===== src/rtl/sprite_pkg.sv =====
// sprite_pkg: shared attribute record, fetch FSM states and sprite-sheet offset helper.
package sprite_pkg;
  typedef struct packed {
    logic [9:0] x;
    logic [9:0] y;
    logic [7:0] frame;
    logic       en;
  } sprite_attr_t;
  typedef enum logic [1:0] {IDLE, MASK, FETCH, DONE} fetch_state_t;
  function automatic logic [19:0] sprite_off(input logic [7:0] frame, input logic [9:0] dy,
                                             input logic [9:0] dx, input int w, input int h);
    return 20'(frame) * 20'(w * h) + 20'(dy) * 20'(w) + 20'(dx);
  endfunction
endpackage


===== src/rtl/sprite_hit_unit.sv =====
// sprite_hit_unit: coverage test and sheet offset of one sprite at the latched pixel.
module sprite_hit_unit
  import sprite_pkg::*;
#(
  parameter int SPRITE_W = 20,
  parameter int SPRITE_H = 20
) (
  input  logic [9:0]   x,
  input  logic [9:0]   y,
  input  sprite_attr_t attr,
  output logic         hit,
  output logic [19:0]  off
);
  // 11-bit compares so a sprite hanging past column/row 1023 does not wrap
  assign hit = attr.en &&
               {1'b0, x} >= {1'b0, attr.x} && {1'b0, x} < {1'b0, attr.x} + 11'(SPRITE_W) &&
               {1'b0, y} >= {1'b0, attr.y} && {1'b0, y} < {1'b0, attr.y} + 11'(SPRITE_H);
  assign off = sprite_off(attr.frame, y - attr.y, x - attr.x, SPRITE_W, SPRITE_H);
endmodule


===== src/rtl/sprite_engine.sv =====
// sprite_engine: attribute table plus per-pixel SRAM fetch resolving the top opaque sprite pixel.
module sprite_engine
  import sprite_pkg::*;
#(
  parameter int          NUM_SPRITES    = 4,
  parameter int          SPRITE_W       = 20,
  parameter int          SPRITE_H       = 20,
  parameter int          FRAME_W        = 4,
  parameter int          CLKS_PER_PIXEL = 4,
  parameter logic [19:0] BASE_ADDR      = 20'h00000,
  parameter logic [7:0]  TRANSPARENT    = 8'hFF,
  parameter logic [7:0]  BACKGROUND     = 8'h00
) (
  input  logic                           Clk,
  input  logic                           Reset_N,
  input  logic                           pixel_en,
  input  logic [9:0]                     DrawX,
  input  logic [9:0]                     DrawY,
  input  logic                           attr_we,
  input  logic [$clog2(NUM_SPRITES)-1:0] attr_idx,
  input  logic [9:0]                     attr_x,
  input  logic [9:0]                     attr_y,
  input  logic [FRAME_W-1:0]             attr_frame,
  input  logic                           attr_en,
  input  logic                           overrun_clr,
  output logic [19:0]                    mem_addr,
  output logic                           mem_rd,
  input  logic [15:0]                    mem_rdata,
  output logic [7:0]                     pixel_rgb,
  output logic                           pixel_hit,
  output logic                           overrun
);
  localparam int IW = $clog2(NUM_SPRITES);
  sprite_attr_t            tbl  [NUM_SPRITES];
  sprite_attr_t            snap [NUM_SPRITES];
  logic [19:0]             offs [NUM_SPRITES];
  logic [NUM_SPRITES-1:0]  hits, mask;
  logic [9:0]              lx, ly;
  logic [7:0]              cyc, byte_in, res_rgb;
  logic                    res_hit, pend, pend_sel, issue, opaque, fetch_ovr, viol;
  logic [IW-1:0]           sel;
  fetch_state_t            state, next;
  for (genvar g = 0; g < NUM_SPRITES; g++) begin : g_hit
    sprite_hit_unit #(.SPRITE_W(SPRITE_W), .SPRITE_H(SPRITE_H)) u_hit (
      .x(lx), .y(ly), .attr(snap[g]), .hit(hits[g]), .off(offs[g])
    );
  end
  always_comb begin
    sel = '0;
    for (int i = NUM_SPRITES - 1; i >= 0; i--) if (mask[i]) sel = IW'(i);
  end
  // a read issued in the cycle an opaque byte is found is simply left unchecked
  assign issue    = state == FETCH && |mask && int'(cyc) <= CLKS_PER_PIXEL - 2;
  assign byte_in  = pend_sel ? mem_rdata[15:8] : mem_rdata[7:0];
  assign opaque   = state == FETCH && pend && byte_in != TRANSPARENT;
  assign mem_rd   = issue;
  assign mem_addr = issue ? BASE_ADDR + {1'b0, offs[sel][19:1]} : '0;
  assign viol     = pixel_en && (state == MASK || state == FETCH);
  always_comb begin
    next      = state;
    fetch_ovr = 1'b0;
    if (pixel_en) next = MASK;
    else if (state == MASK) next = |hits ? FETCH : DONE;
    else if (state == FETCH && (opaque || !issue)) begin
      next      = DONE;
      fetch_ovr = !opaque && |mask;
    end
  end
  always_ff @(posedge Clk or negedge Reset_N) begin
    if (!Reset_N) begin
      state     <= IDLE;
      for (int i = 0; i < NUM_SPRITES; i++) begin
        tbl[i]  <= '0;
        snap[i] <= '0;
      end
      lx        <= '0;
      ly        <= '0;
      mask      <= '0;
      cyc       <= '0;
      pend      <= 1'b0;
      pend_sel  <= 1'b0;
      res_rgb   <= BACKGROUND;
      res_hit   <= 1'b0;
      pixel_rgb <= BACKGROUND;
      pixel_hit <= 1'b0;
      overrun   <= 1'b0;
    end else begin
      state    <= next;
      if (attr_we && int'(attr_idx) < NUM_SPRITES)
        tbl[attr_idx] <= '{x: attr_x, y: attr_y, frame: 8'(attr_frame), en: attr_en};
      cyc      <= pixel_en ? 8'd1 : cyc + 8'(cyc != 8'hFF);
      pend     <= issue && !pixel_en;
      pend_sel <= offs[sel][0];
      if (pixel_en) begin
        lx        <= DrawX;
        ly        <= DrawY;
        snap      <= tbl;
        pixel_rgb <= state == DONE ? res_rgb : BACKGROUND;
        pixel_hit <= state == DONE && res_hit;
      end
      if (state == MASK) mask <= hits;
      else if (issue) mask <= mask & (mask - 1'b1);
      if (state == MASK) begin
        res_rgb <= BACKGROUND;
        res_hit <= 1'b0;
      end else if (opaque) begin
        res_rgb <= byte_in;
        res_hit <= 1'b1;
      end
      overrun  <= (fetch_ovr || viol) ? 1'b1 : overrun_clr ? 1'b0 : overrun;
    end
  end
endmodule


===== config.mk =====
export PLATFORM = sky130hd
export DESIGN_NAME = sprite_engine
export DESIGN_NICKNAME = d
export VERILOG_FILES = /design/src/rtl/sprite_pkg.sv /design/src/rtl/sprite_hit_unit.sv /design/src/rtl/sprite_engine.sv
export SDC_FILE = /design/constraint.sdc
export NUM_CORES = 1
export LEC_CHECK = 0
export BUFFER_PORTS_ARGS = -buffer_cell sky130_fd_sc_hd__buf_4
export CORE_ASPECT_RATIO = 0.75
export CORE_MARGIN = 4
export CORE_UTILIZATION = 30
export DETAILED_ROUTE_END_ITERATION = 8
export PLACE_DENSITY_LB_ADDON = 0.12
export SLEW_MARGIN = 20
export SYNTH_ARGS = -nofsm -noshare
export SYNTH_HDL_FRONTEND = slang
export SYNTH_SLANG_ARGS = --single-unit

===== constraint.sdc =====
create_clock -name Clk -period 15.7 [get_ports Clk]
set_clock_uncertainty 0.15 [all_clocks]
set_input_delay 0.785 -clock Clk [delete_from_list [all_inputs] [get_ports Clk]]
set_output_delay 0.785 -clock Clk [all_outputs]
set_load 0.005 [all_outputs]

==> flow_summary.toml <==
[critical_path]
required_ns = 14.77
critPathKind = "reg2out"
critPathMaxFanout = 5
arrival_ns = 6.85
rr_worst_depth = 12
end_kind = "output pin"
cp-start-kind = "flip-flop"
r2r_slack_ns = 11.51
r2r_end = "state[0]"
r2r-start = "ly[0]"

[synthesis]
synthCells = 2378
synth_top_family_by_area = "adder cells"
synth_enable_flop_cells = 0
yosysSeqAreaShare = 0.290
ys_seq_elements = 255
synth_compound_area_frac = 0.172
synthArstFlopShare = 1.00
synthXorXnorAreaFrac = 0.0863
ys_types = 91
synthFlopType = "dfrtp_1"
synthMuxAreaShare = 0.0800
synth_adder_area_share = 0.203
yosys_warnings = 0
synth_simple_gate_area_share = 0.124
avgSynthCellArea_um2 = 9.25
syn_area_um2 = 22000

[timing]
drv_slew = 0
period_share = 0.496
fmax_mhz = 128
tns_ns = 0
hold_viol_final = 0
setup_violations = 0
holdWs_ns = 0.0768
rsz0062_at_grt = "no"
final.min_clock_period_ns = 7.79
worst-slew-pin-transition_ns = 1.15
relSlewSlack = 0.226

[drt]
vias_per_cell = 5.13
drt_iter0_drc = 1089
wl_per_cell_um = 20.2
first_pass_iters = 5
ant_nets = 0
vias = 17700
drt_wl_total_um = 69900
drc_errors = 0

[job]
maxCapViolations = 0

[global_route]
grt_usage = 0.177
grt_overflow = 0
grt_pass1_wl_um = 107000
grt_pass1_vias = 17200
antenna_found_initial = 4
grt_max_degree = 121

[place]
dpl.hpwl_um = 56200
gp_congestion = 0.885
portBuffers = 93
numPlacedInstances = 3396
dpl_cell_area_um2 = 23800

[floorplanning]
die-area_um2 = 77800
row_count = 85
die_y_um = 243
start_util = 0.305
pin_count = 99
coreArea_um2 = 72200
die_w_um = 321

[layout]
syn_to_final_growth_pct = 13.5
design_area_um2 = 25000
instances_no_fill = 3452
fin_nets = 2884
num_antenna_cells = 0
final_layout_size_suffix_gt1_frac = 0.133
fill_cells = 7399

[clock_tree]
cts_buffer_depth = 3
cts_made_buffers = 30
postCtsHoldBufs = 0
cts_root_buffer = "clkbuf_16"
clk_latency_ns = 0.62
htree_levels = 1
postCtsResizedCells = 0
clk_pin_slew_worst_paths_ns = 0.06
clock-sinks = 255
cts_tree = "done"
cts_setup_buffers = 0

[outcome]
status = "complete, no violations"

[min_path]
min_path_type = "in2async"
## area by class of cell
cell class | instances | area, um2 | area share
repair buffers | 108 | 826 | 0.0331
multi-input cells | 1871 | 14700 | 0.588
clock inverters | 22 | 319 | 0.0128
flip-flops and latches | 255 | 6380 | 0.256
clock buffers | 34 | 796 | 0.0319
well taps | 957 | 1200 | 0.0480
inverters | 205 | 769 | 0.0308
## registers in the layout (all words and copies together), names as in the netlist, 2 cells and up
signal,cells
state,2
tbl,100
ly,10
mask,4
cyc,8
snap,100
res_rgb,8
lx,10
pixel_rgb,8
## metal layers
| layer | GRT usage | up-vias | part of all wire |
|---|---|---|---|
| li1 | - | 8682 | - |
| met1 | 0.294 | 8677 | 0.56 |
| met2 | 0.244 | 300 | 0.39 |
| met3 | 0.0231 | 49 | 0.041 |
| met4 | 0.0232 | 0 | 0.013 |
| met5 | 0 | - | 0 |
## cells in the mapped netlist (6+ instances only)
library cell / count / area, um2
mux2i_1: 9 / 90.1
a211oi_1: 37 / 278
xor2_1: 67 / 587
fa_1: 20 / 400
o211ai_1: 19 / 143
nor2_1: 157 / 589
nand2b_1: 24 / 150
a31oi_1: 10 / 62.6
or2_2: 7 / 43.8
nor2b_1: 50 / 313
clkbuf_1: 38 / 143
xnor2_1: 148 / 1300
nor3_1: 60 / 300
o21ai_0: 162 / 811
nor4_1: 13 / 81.3
dfrtp_1: 255 / 6380
a211o_1: 11 / 96.3
nand3_1: 48 / 240
or3_1: 11 / 68.8
a21boi_1: 7 / 52.6
a21oi_1: 116 / 581
nand2_1: 147 / 552
a21o_1: 51 / 383
o31ai_1: 7 / 52.6
a21boi_0: 9 / 67.6
o2111ai_1: 11 / 96.3
o21bai_1: 18 / 135
o21a_1: 35 / 263
nand4_1: 15 / 93.8
ha_1: 325 / 4070
a311oi_1: 6 / 52.6
inv_1: 204 / 766
o21ai_1: 23 / 115
mux2_2: 139 / 1570
and3_1: 9 / 56.3
## cells by family (layout without fill, tap and decap cells)
kind of cell,count (synthesis),in the layout
other,1,5
multiplexers,153,153
adder cells (fa/ha/maj),345,345
buffers and inverters,256,369
AND/OR/NAND/NOR,569,569
flip-flops,255,255
XOR/XNOR,216,216
AO/OA/AOI/OAI,583,583
## stage by stage
stage / util / worst slack, ns
global route: 0.346 / 7.40
CTS: 0.346 / 7.92
detailed placement: 0.330 / 8.63
finish: 0.346 / 7.91
global placement: 0.330 / 8.70
floorplan: - / 9.73
## cells in the final DEF (no fill, tap or decap), types with 11 or more instances in the layout
cell type / netlist / final
ha_1: 325 / 325
dfrtp_1: 255 / 255
inv_1: 204 / 204
o21ai_0: 162 / 161
nor2_1: 157 / 157
xnor2_1: 148 / 148
nand2_1: 147 / 147
mux2_2: 139 / 139
a21oi_1: 116 / 116
buf_4: 5 / 105
xor2_1: 67 / 67
nor3_1: 60 / 59
a21o_1: 51 / 51
nor2b_1: 50 / 50
nand3_1: 48 / 48
a211oi_1: 37 / 37
o21a_1: 35 / 35
clkbuf_16: 0 / 30
o21ai_1: 23 / 24
nand2b_1: 24 / 24
fa_1: 20 / 20
o211ai_1: 19 / 19
o21bai_1: 18 / 17
nand4_1: 15 / 15
nor4_1: 13 / 13
o2111ai_1: 11 / 11
a211o_1: 11 / 11
or3_1: 11 / 11
## how the worst max path moves through the flow
stage | slack [ns] | cells past startpoint | from | endpoint
after global placement | 8.70 | 24 | ly[0] | mem_addr[14]
final | 7.91 | 27 | ly[0] | mem_addr[13]
after floorplan | 9.73 | 25 | ly[0] | mem_addr[14]
after CTS | 7.92 | 24 | ly[0] | mem_addr[14]
after global routing | 7.40 | 24 | ly[0] | mem_addr[14]
after detailed placement | 8.63 | 24 | ly[0] | mem_addr[14]
## critical path: stages (launching register included)
cell,delay (ns)
dfrtp_1,0.36
inv_1,0.16
ha_1,0.20
inv_1,0.06
fa_1,0.40
a21o_1,0.18
a21oi_1,0.22
xnor2_1,0.23
ha_1,0.32
ha_1,0.33
a21o_1,0.19
a21oi_1,0.18
xnor2_1,0.13
ha_1,0.36
o21a_1,0.13
o31a_1,0.18
a21oi_1,0.07
ha_1,0.34
o21a_1,0.14
o21ai_0,0.07
nand2b_1,0.11
o21ai_1,0.10
a2111oi_1,1.02
nand3b_1,0.17
xor2_1,0.22
mux2i_1,0.10
o22ai_1,0.14
buf_4,0.14
Power is not shown: default switching activity piles up to over one toggle a cycle in this logic, so the estimate is an artifact.
